$ cat src/rtl/bcd_alu_seq_if.sv
// rtl/bcd_alu_seq_if.sv - request/response bundle between the keypad/display FSM and the BCD ALU
//
// Purpose: groups the start/busy/done handshake, operands and results of bcd_alu_seq.
// Parameter DIGITS sets the operand/result width W = 4*DIGITS (packed BCD, MSD in top nibble).
// Signals:
//   start  : request, sampled only while the ALU is idle
//   op     : 2'b10 = subtract, anything else = add
//   a_bcd  : operand A
//   b_bcd  : operand B
//   busy   : operation in flight (through the done cycle)
//   done   : one-cycle pulse, result/flags valid
//   result : packed BCD result, held until the next done
//   sat    : result saturated
//   err    : an input nibble was > 9
//   neg    : result is a negative magnitude (signed build only)
// Modports: master = requester side, slave = ALU side.
interface bcd_alu_seq_if #(
  parameter int DIGITS = 4
);
  logic                  start;
  logic [1:0]            op;
  logic [4*DIGITS-1:0]   a_bcd;
  logic [4*DIGITS-1:0]   b_bcd;
  logic                  busy;
  logic                  done;
  logic [4*DIGITS-1:0]   result;
  logic                  sat;
  logic                  err;
  logic                  neg;

  modport master (
    output start, op, a_bcd, b_bcd,
    input  busy, done, result, sat, err, neg
  );

  modport slave (
    input  start, op, a_bcd, b_bcd,
    output busy, done, result, sat, err, neg
  );
endinterface

$ cat src/rtl/bcd_alu_seq.sv
// rtl/bcd_alu_seq.sv - digit-serial saturating BCD add/subtract unit
//
// Purpose: adds or subtracts two DIGITS-digit packed BCD operands one decimal digit
// per clock, LSD first, with a decimal carry/borrow. Add overflow saturates to all
// nines, subtract underflow saturates to zero; operands with a nibble > 9 are flagged
// with err and produce a zero result.
// Optional macro BCD_ALU_SIGNED_EN: an underflowing subtraction is rerun as B - A and
// reported as a magnitude with neg = 1 instead of saturating.
// Ports:
//   clk : system clock, rising edge
//   rst : asynchronous active-high reset; abandons any operation without a done
//   bus : bcd_alu_seq_if.slave (start/op/a_bcd/b_bcd in; busy/done/result/sat/err/neg out)
module bcd_alu_seq #(
  parameter int DIGITS = 4
) (
  input logic          clk,
  input logic          rst,
  bcd_alu_seq_if.slave bus
);
  localparam int         W    = 4 * DIGITS;
  localparam logic [3:0] LAST = 4'(DIGITS - 1);

  typedef enum logic [1:0] {
    IDLE   = 2'd0,
    CALC   = 2'd1,
    FINISH = 2'd2
`ifdef BCD_ALU_SIGNED_EN
    ,SWAP  = 2'd3
`endif
  } state_t;

  state_t         state;
  logic [W-1:0]   a_reg;
  logic [W-1:0]   b_reg;
  logic [W-1:0]   acc;
  logic           sub_reg;
  logic           carry;
  logic           err_pend;
  logic [3:0]     idx;
`ifdef BCD_ALU_SIGNED_EN
  logic           swapped;
`endif

  logic [3:0]     a_dig;
  logic [3:0]     b_dig;
  logic [3:0]     dig;
  logic           cout;
  logic [4:0]     tmp;
  logic [W-1:0]   acc_next;
  logic           bad_in;

  // Select the operand digits addressed by idx.
  always_comb begin
    a_dig = 4'd0;
    b_dig = 4'd0;
    for (int i = 0; i < DIGITS; i++) begin
      if (idx == 4'(i)) begin
        a_dig = a_reg[4*i +: 4];
        b_dig = b_reg[4*i +: 4];
      end
    end
  end

  // One decimal digit of add or subtract with carry/borrow in and out.
  always_comb begin
    tmp  = 5'd0;
    dig  = 4'd0;
    cout = 1'b0;
    if (sub_reg) begin
      tmp = {1'b0, b_dig} + {4'd0, carry};
      if ({1'b0, a_dig} < tmp) begin
        tmp  = ({1'b0, a_dig} + 5'd10) - tmp;
        cout = 1'b1;
      end else begin
        tmp  = {1'b0, a_dig} - tmp;
      end
      dig = tmp[3:0];
    end else begin
      tmp = {1'b0, a_dig} + {1'b0, b_dig} + {4'd0, carry};
      if (tmp > 5'd9) begin
        tmp  = tmp - 5'd10;
        cout = 1'b1;
      end
      dig = tmp[3:0];
    end
  end

  // Place the fresh digit at its own position in the accumulator.
  always_comb begin
    acc_next = acc;
    for (int i = 0; i < DIGITS; i++) begin
      if (idx == 4'(i)) begin
        acc_next[4*i +: 4] = dig;
      end
    end
  end

  // Any non-decimal nibble in either operand on the input bus.
  always_comb begin
    bad_in = 1'b0;
    for (int i = 0; i < DIGITS; i++) begin
      if ((bus.a_bcd[4*i +: 4] > 4'd9) || (bus.b_bcd[4*i +: 4] > 4'd9)) begin
        bad_in = 1'b1;
      end
    end
  end

`ifndef BCD_ALU_SIGNED_EN
  assign bus.neg = 1'b0;
`endif

  always_ff @(posedge clk or posedge rst) begin
    if (rst) begin
      state      <= IDLE;
      a_reg      <= '0;
      b_reg      <= '0;
      acc        <= '0;
      sub_reg    <= 1'b0;
      carry      <= 1'b0;
      err_pend   <= 1'b0;
      idx        <= 4'd0;
      bus.busy   <= 1'b0;
      bus.done   <= 1'b0;
      bus.result <= '0;
      bus.sat    <= 1'b0;
      bus.err    <= 1'b0;
`ifdef BCD_ALU_SIGNED_EN
      swapped    <= 1'b0;
      bus.neg    <= 1'b0;
`endif
    end else begin
      case (state)
        IDLE: begin
          // done/busy fall here unless a new request keeps busy asserted
          bus.done <= 1'b0;
          bus.busy <= bus.start;
          if (bus.start) begin
            a_reg    <= bus.a_bcd;
            b_reg    <= bus.b_bcd;
            sub_reg  <= (bus.op == 2'b10);
            idx      <= 4'd0;
            carry    <= 1'b0;
            acc      <= '0;
            err_pend <= bad_in;
`ifdef BCD_ALU_SIGNED_EN
            swapped  <= 1'b0;
`endif
            state    <= bad_in ? FINISH : CALC;
          end
        end

        CALC: begin
          acc   <= acc_next;
          carry <= cout;
          idx   <= idx + 4'd1;
          if (idx == LAST) begin
            state <= FINISH;
          end
        end

        FINISH: begin
`ifdef BCD_ALU_SIGNED_EN
          if (sub_reg && carry && !swapped && !err_pend) begin
            // A < B: no output yet, rerun as B - A
            state <= SWAP;
          end else begin
`endif
            bus.done <= 1'b1;
            state    <= IDLE;
            if (err_pend) begin
              bus.result <= '0;
              bus.sat    <= 1'b0;
              bus.err    <= 1'b1;
            end else if (carry) begin
              // unsigned overflow (add) or underflow (sub) saturates
              bus.result <= sub_reg ? '0 : {DIGITS{4'h9}};
              bus.sat    <= 1'b1;
              bus.err    <= 1'b0;
            end else begin
              bus.result <= acc;
              bus.sat    <= 1'b0;
              bus.err    <= 1'b0;
            end
`ifdef BCD_ALU_SIGNED_EN
            bus.neg <= swapped && !err_pend;
          end
`endif
        end

`ifdef BCD_ALU_SIGNED_EN
        SWAP: begin
          a_reg   <= b_reg;
          b_reg   <= a_reg;
          idx     <= 4'd0;
          carry   <= 1'b0;
          acc     <= '0;
          swapped <= 1'b1;
          state   <= CALC;
        end
`endif

        default: state <= IDLE;
      endcase
    end
  end
endmodule
$ cat src/flat_wrapper.sv
// flat-port wrapper written by rule: the top's interface ports become plain ports
module bcd_alu_seq_flat 
#(
  parameter int DIGITS = 4
)
  (clk, rst, bus_start, bus_op, bus_a_bcd, bus_b_bcd, bus_busy, bus_done, bus_result, bus_sat, bus_err, bus_neg);
  bcd_alu_seq_if #(.DIGITS(DIGITS)) bus_i ();
  input logic clk;
  input logic rst;
  input wire logic [$bits(bus_i.start)-1:0] bus_start;
  input wire logic [$bits(bus_i.op)-1:0] bus_op;
  input wire logic [$bits(bus_i.a_bcd)-1:0] bus_a_bcd;
  input wire logic [$bits(bus_i.b_bcd)-1:0] bus_b_bcd;
  output wire logic [$bits(bus_i.busy)-1:0] bus_busy;
  output wire logic [$bits(bus_i.done)-1:0] bus_done;
  output wire logic [$bits(bus_i.result)-1:0] bus_result;
  output wire logic [$bits(bus_i.sat)-1:0] bus_sat;
  output wire logic [$bits(bus_i.err)-1:0] bus_err;
  output wire logic [$bits(bus_i.neg)-1:0] bus_neg;
  assign bus_i.start = bus_start;
  assign bus_i.op = bus_op;
  assign bus_i.a_bcd = bus_a_bcd;
  assign bus_i.b_bcd = bus_b_bcd;
  assign bus_busy = bus_i.busy;
  assign bus_done = bus_i.done;
  assign bus_result = bus_i.result;
  assign bus_sat = bus_i.sat;
  assign bus_err = bus_i.err;
  assign bus_neg = bus_i.neg;
  bcd_alu_seq #(.DIGITS(DIGITS)) u_core (.clk(clk), .rst(rst), .bus(bus_i));
endmodule
$ cat config.mk
export PLATFORM = sky130hd
export DESIGN_NAME = bcd_alu_seq_flat
export DESIGN_NICKNAME = d
export VERILOG_FILES = /design/src/rtl/bcd_alu_seq_if.sv /design/src/rtl/bcd_alu_seq.sv /design/src/flat_wrapper.sv
export SDC_FILE = /design/constraint.sdc
export NUM_CORES = 1
export LEC_CHECK = 0
export CAP_MARGIN = 10
export CORE_ASPECT_RATIO = 0.75
export CORE_MARGIN = 4
export CORE_UTILIZATION = 55
export DETAILED_ROUTE_END_ITERATION = 10
export GPL_ROUTABILITY_DRIVEN = 0
export PLACE_DENSITY = 0.8
export SYNTH_ARGS = -nofsm -noshare
export SYNTH_HDL_FRONTEND = slang
export SYNTH_SLANG_ARGS = --single-unit
$ cat constraint.sdc
create_clock -name clk -period 6.6 [get_ports clk]
set_input_delay 1.65 -clock clk [delete_from_list [all_inputs] [get_ports clk]]
set_output_delay 1.65 -clock clk [all_outputs]
set_load 0.02 [all_outputs]
==> run summary <==
Sw Share: 0.3501
Reg2Reg Depth: 19
Avg WL per Cell: 15.66 um
crit-path cells: inv_1 -> ha_1 -> nand3b_1 -> a21oi_1 -> a21oi_1 -> nor2_1 -> a21oi_1 -> nor2_1 -> ha_1 -> ha_1 -> inv_1 -> ha_1 -> inv_1 -> ha_1 -> fa_1 -> nor2_1 -> mux2i_1 -> o311ai_1 -> o31ai_1
Syn Inst Count: 463
Lkg Pwr: 2.282 nW
critical-path maximum fanout: 18
placeable core area: 7331 um2
antenna violations before repair: 0
post-synthesis sequential area ratio: 0.4650
crit-path max cell delay: 510 ps
worst r2r dst: u_core.acc[10]
Sequential Power Share: 0.377
initial DRC count: 290
first-pass GRT wire length: 16.24 mm
commonest non-fill, non-tap cell in the layout: nand2_1
DR vias: 3456
Adder-Cell Fraction of Synth Area: 0.07065
cts hold-fix bufs: 0
die footprint: 9001 um2
Worst Clk Skew: 14.43 ps
worst reg2reg startpoint: u_core.idx[1]
post-synthesis simple-gate area fraction: 0.2189
max-cap viol count: 0
H-tree levels: 3
fin crit share: 0.6484
P_sw: 0.5103 mW
Die X: 108.2 um
CTS Buf Count: 9
Critical Path AT: 4530 ps
post-detailed-routing wire length: 9.615 mm
Most Crowded Layer GR: met1
Pwr Density: 295.2 nW/um2
fin. max-slew vios: 0
clk_lat worst skew: 360 ps
Crit Path Category: reg2reg
synthesized netlist net count: 521
Final #Nets: 566
Setup crit end: u_core.acc[10]
Gate power share: 0.350
crit end category: flop
critical path launch point: u_core.idx[1]
mux contribution to synthesized area: 0.01027
Final Hold Violating Endpoints: 0
clock-pin slew on the worst setup and hold paths: 80 ps
GR Util met3: 0.05905
# IOs: 58
VDD IR max: 0.1545 mV
Max Freq: 0.2337 GHz
Routed Antenna Nets: 0
worst min path class: reg2reg
Die Y: 83.17 um
vias in the first global route: 3332
slowest cell on the critical path: ha_1
global routing usage on met2: 0.3347
final critical-path required period: 4280 ps
commonest cells after routing, fill and taps aside: nand2_1, dfrtp_1, clkdlybuf4s50_1
CTS tree: built
ys async rst share: 1.000
register bit total from synthesis: 77
ANT cells: 0
drt drc: 0
Mapped Area: 4144 um2
pin count of the biggest net entering global routing: 78
Netlist cell types: 49
Pint: 0.9473 mW
Synth Flop Type: dfrtp_1
FP Rows: 27
Syn Area/Cell: 8.950 um2
setup violators final: 0
Setup TNS: 0 ps
Slew @ Worst Pin: 936.3 ps
number of synthesized flops with an enable pin: 0
Synth Area in XOR/XNOR: 0.01691
post-detail-place hpwl: 7.135 mm
outcome: finished clean
first-pass detailed-route iteration total: 5
Clock Sinks: 77
power share of the clock group: 0.273
met1 Use GR: 0.3410
Syn-to-layout area delta: 19.14%
WHS Path Cells: 2
worst endpoint required time: 6850 ps
port bufs: 56
internal reg-to-reg setup slack: 2320 ps
Post-CTS Resized: 0
setup bufs post-CTS: 0
Rel. slew slack: 0.3758
Clock Tree Buf Depth: 2
Critical Path Start Type: flop
Vias/cell: 5.629
Total GRT Usage: 0.2283
Starting Density: 0.5653
Yosys warning count: 0
CP dominant cell by count: ha_1
RSZ-0062 raised after global routing: false
worst hold slack: 474.1 ps
GRT overflow: 0
CTS root buffer: clkbuf_8
share of layout cells above drive strength 1: 0.06628
largest family of logic cells by synthesized area: simple AND/OR/NAND/NOR gates
post-synthesis compound-gate area fraction: 0.1670
==> cell families (layout without fill, tap and decap cells) <==
logic type / after synthesis / in the layout
buffers and inverters: 44 / 94
other: 1 / 1
multiplexers: 4 / 4
AO/OA/AOI/OAI: 105 / 105
adder cells (fa/ha/maj): 21 / 21
flip-flops: 77 / 77
XOR/XNOR: 8 / 8
AND/OR/NAND/NOR: 203 / 203
==> synth_stat cells (4+ instances only) <==
| library cell | n | area, um2 |
|---|---|---|
| nor2b_1 | 4 | 25.02 |
| o21ai_0 | 37 | 185.2 |
| inv_1 | 19 | 71.32 |
| nand4_1 | 4 | 25.02 |
| o31ai_1 | 12 | 90.09 |
| nor2_1 | 17 | 63.81 |
| a22o_1 | 12 | 105.1 |
| xor2_1 | 5 | 43.79 |
| dfrtp_1 | 77 | 1927 |
| nand2_1 | 125 | 469.2 |
| and2_1 | 4 | 25.02 |
| fa_1 | 4 | 80.08 |
| ha_1 | 17 | 212.7 |
| clkbuf_1 | 17 | 63.81 |
| nand2b_1 | 7 | 43.79 |
| nand3_1 | 20 | 100.1 |
| nand3b_1 | 9 | 67.56 |
| a21oi_1 | 24 | 120.1 |
==> worst min-delay path by stage <==
stage / slack, ps / end / start
after global routing: 490 / u_core.bus.done / u_core.bus.done
after detailed placement: 450 / u_core.b_reg[1] / u_core.b_reg[1]
after global placement: 450 / u_core.b_reg[15] / u_core.b_reg[15]
final: 470 / u_core.b_reg[1] / u_core.b_reg[1]
after CTS: 470 / u_core.b_reg[1] / u_core.b_reg[1]
after floorplan: 440 / u_core.b_reg[14] / u_core.b_reg[14]
==> power groups by stage <==
stage	clock network, mW	registers [mW]	logic, mW
after CTS	0.404	0.549	0.507
after floorplan	0	0.555	0.367
after global routing	0.428	0.555	0.569
after detailed placement	0	0.558	0.502
after global placement	0	0.558	0.477
final	0.398	0.550	0.510
==> final cells by class <==
| cell class | instances | area (um2) |
|---|---|---|
| multi-input combinational | 342 | 2008 |
| sequential | 77 | 1927 |
| timing repair buffer | 59 | 583.1 |
| clock inverter | 6 | 93.84 |
| fill | 611 | 2394 |
| inverter | 19 | 71.32 |
| tap | 101 | 126.4 |
| clock buffer | 10 | 127.6 |
==> routing by layer <==
| metal | vias to the layer above | part of all wire |
|---|---|---|
| met5 | - | 0 |
| met4 | 0 | 0.0092 |
| met3 | 9 | 0.062 |
| met1 | 1668 | 0.48 |
| li1 | 1663 | - |
| met2 | 116 | 0.45 |
==> critical path, delay by kind of cell, from the launching register on <==
kind                     cells  cell delay [ps]
adder cells (fa/ha/maj)      6             2020
AO/OA/AOI/OAI                5              980
flip-flops                   1              430
AND/OR/NAND/NOR              4              360
buffers and inverters        3              240
multiplexers                 1              150
==> stage by stage <==
step | std cells | total power, mW | utilization | cell area [um2] | worst slack (ps)
after floorplan | 463 | 0.9227 | - | 4144 | 2935
after CTS | 614 | 1.461 | 0.6735 | 4937 | 2364
final | 614 | 1.458 | 0.6735 | 4937 | 2320
after global routing | 614 | 1.552 | 0.6735 | 4937 | 2022
after detailed placement | 598 | 1.060 | 0.6433 | 4716 | 2406
after global placement | 598 | 1.035 | 0.6433 | 4716 | 2697
(Power assumes the default switching activity.)
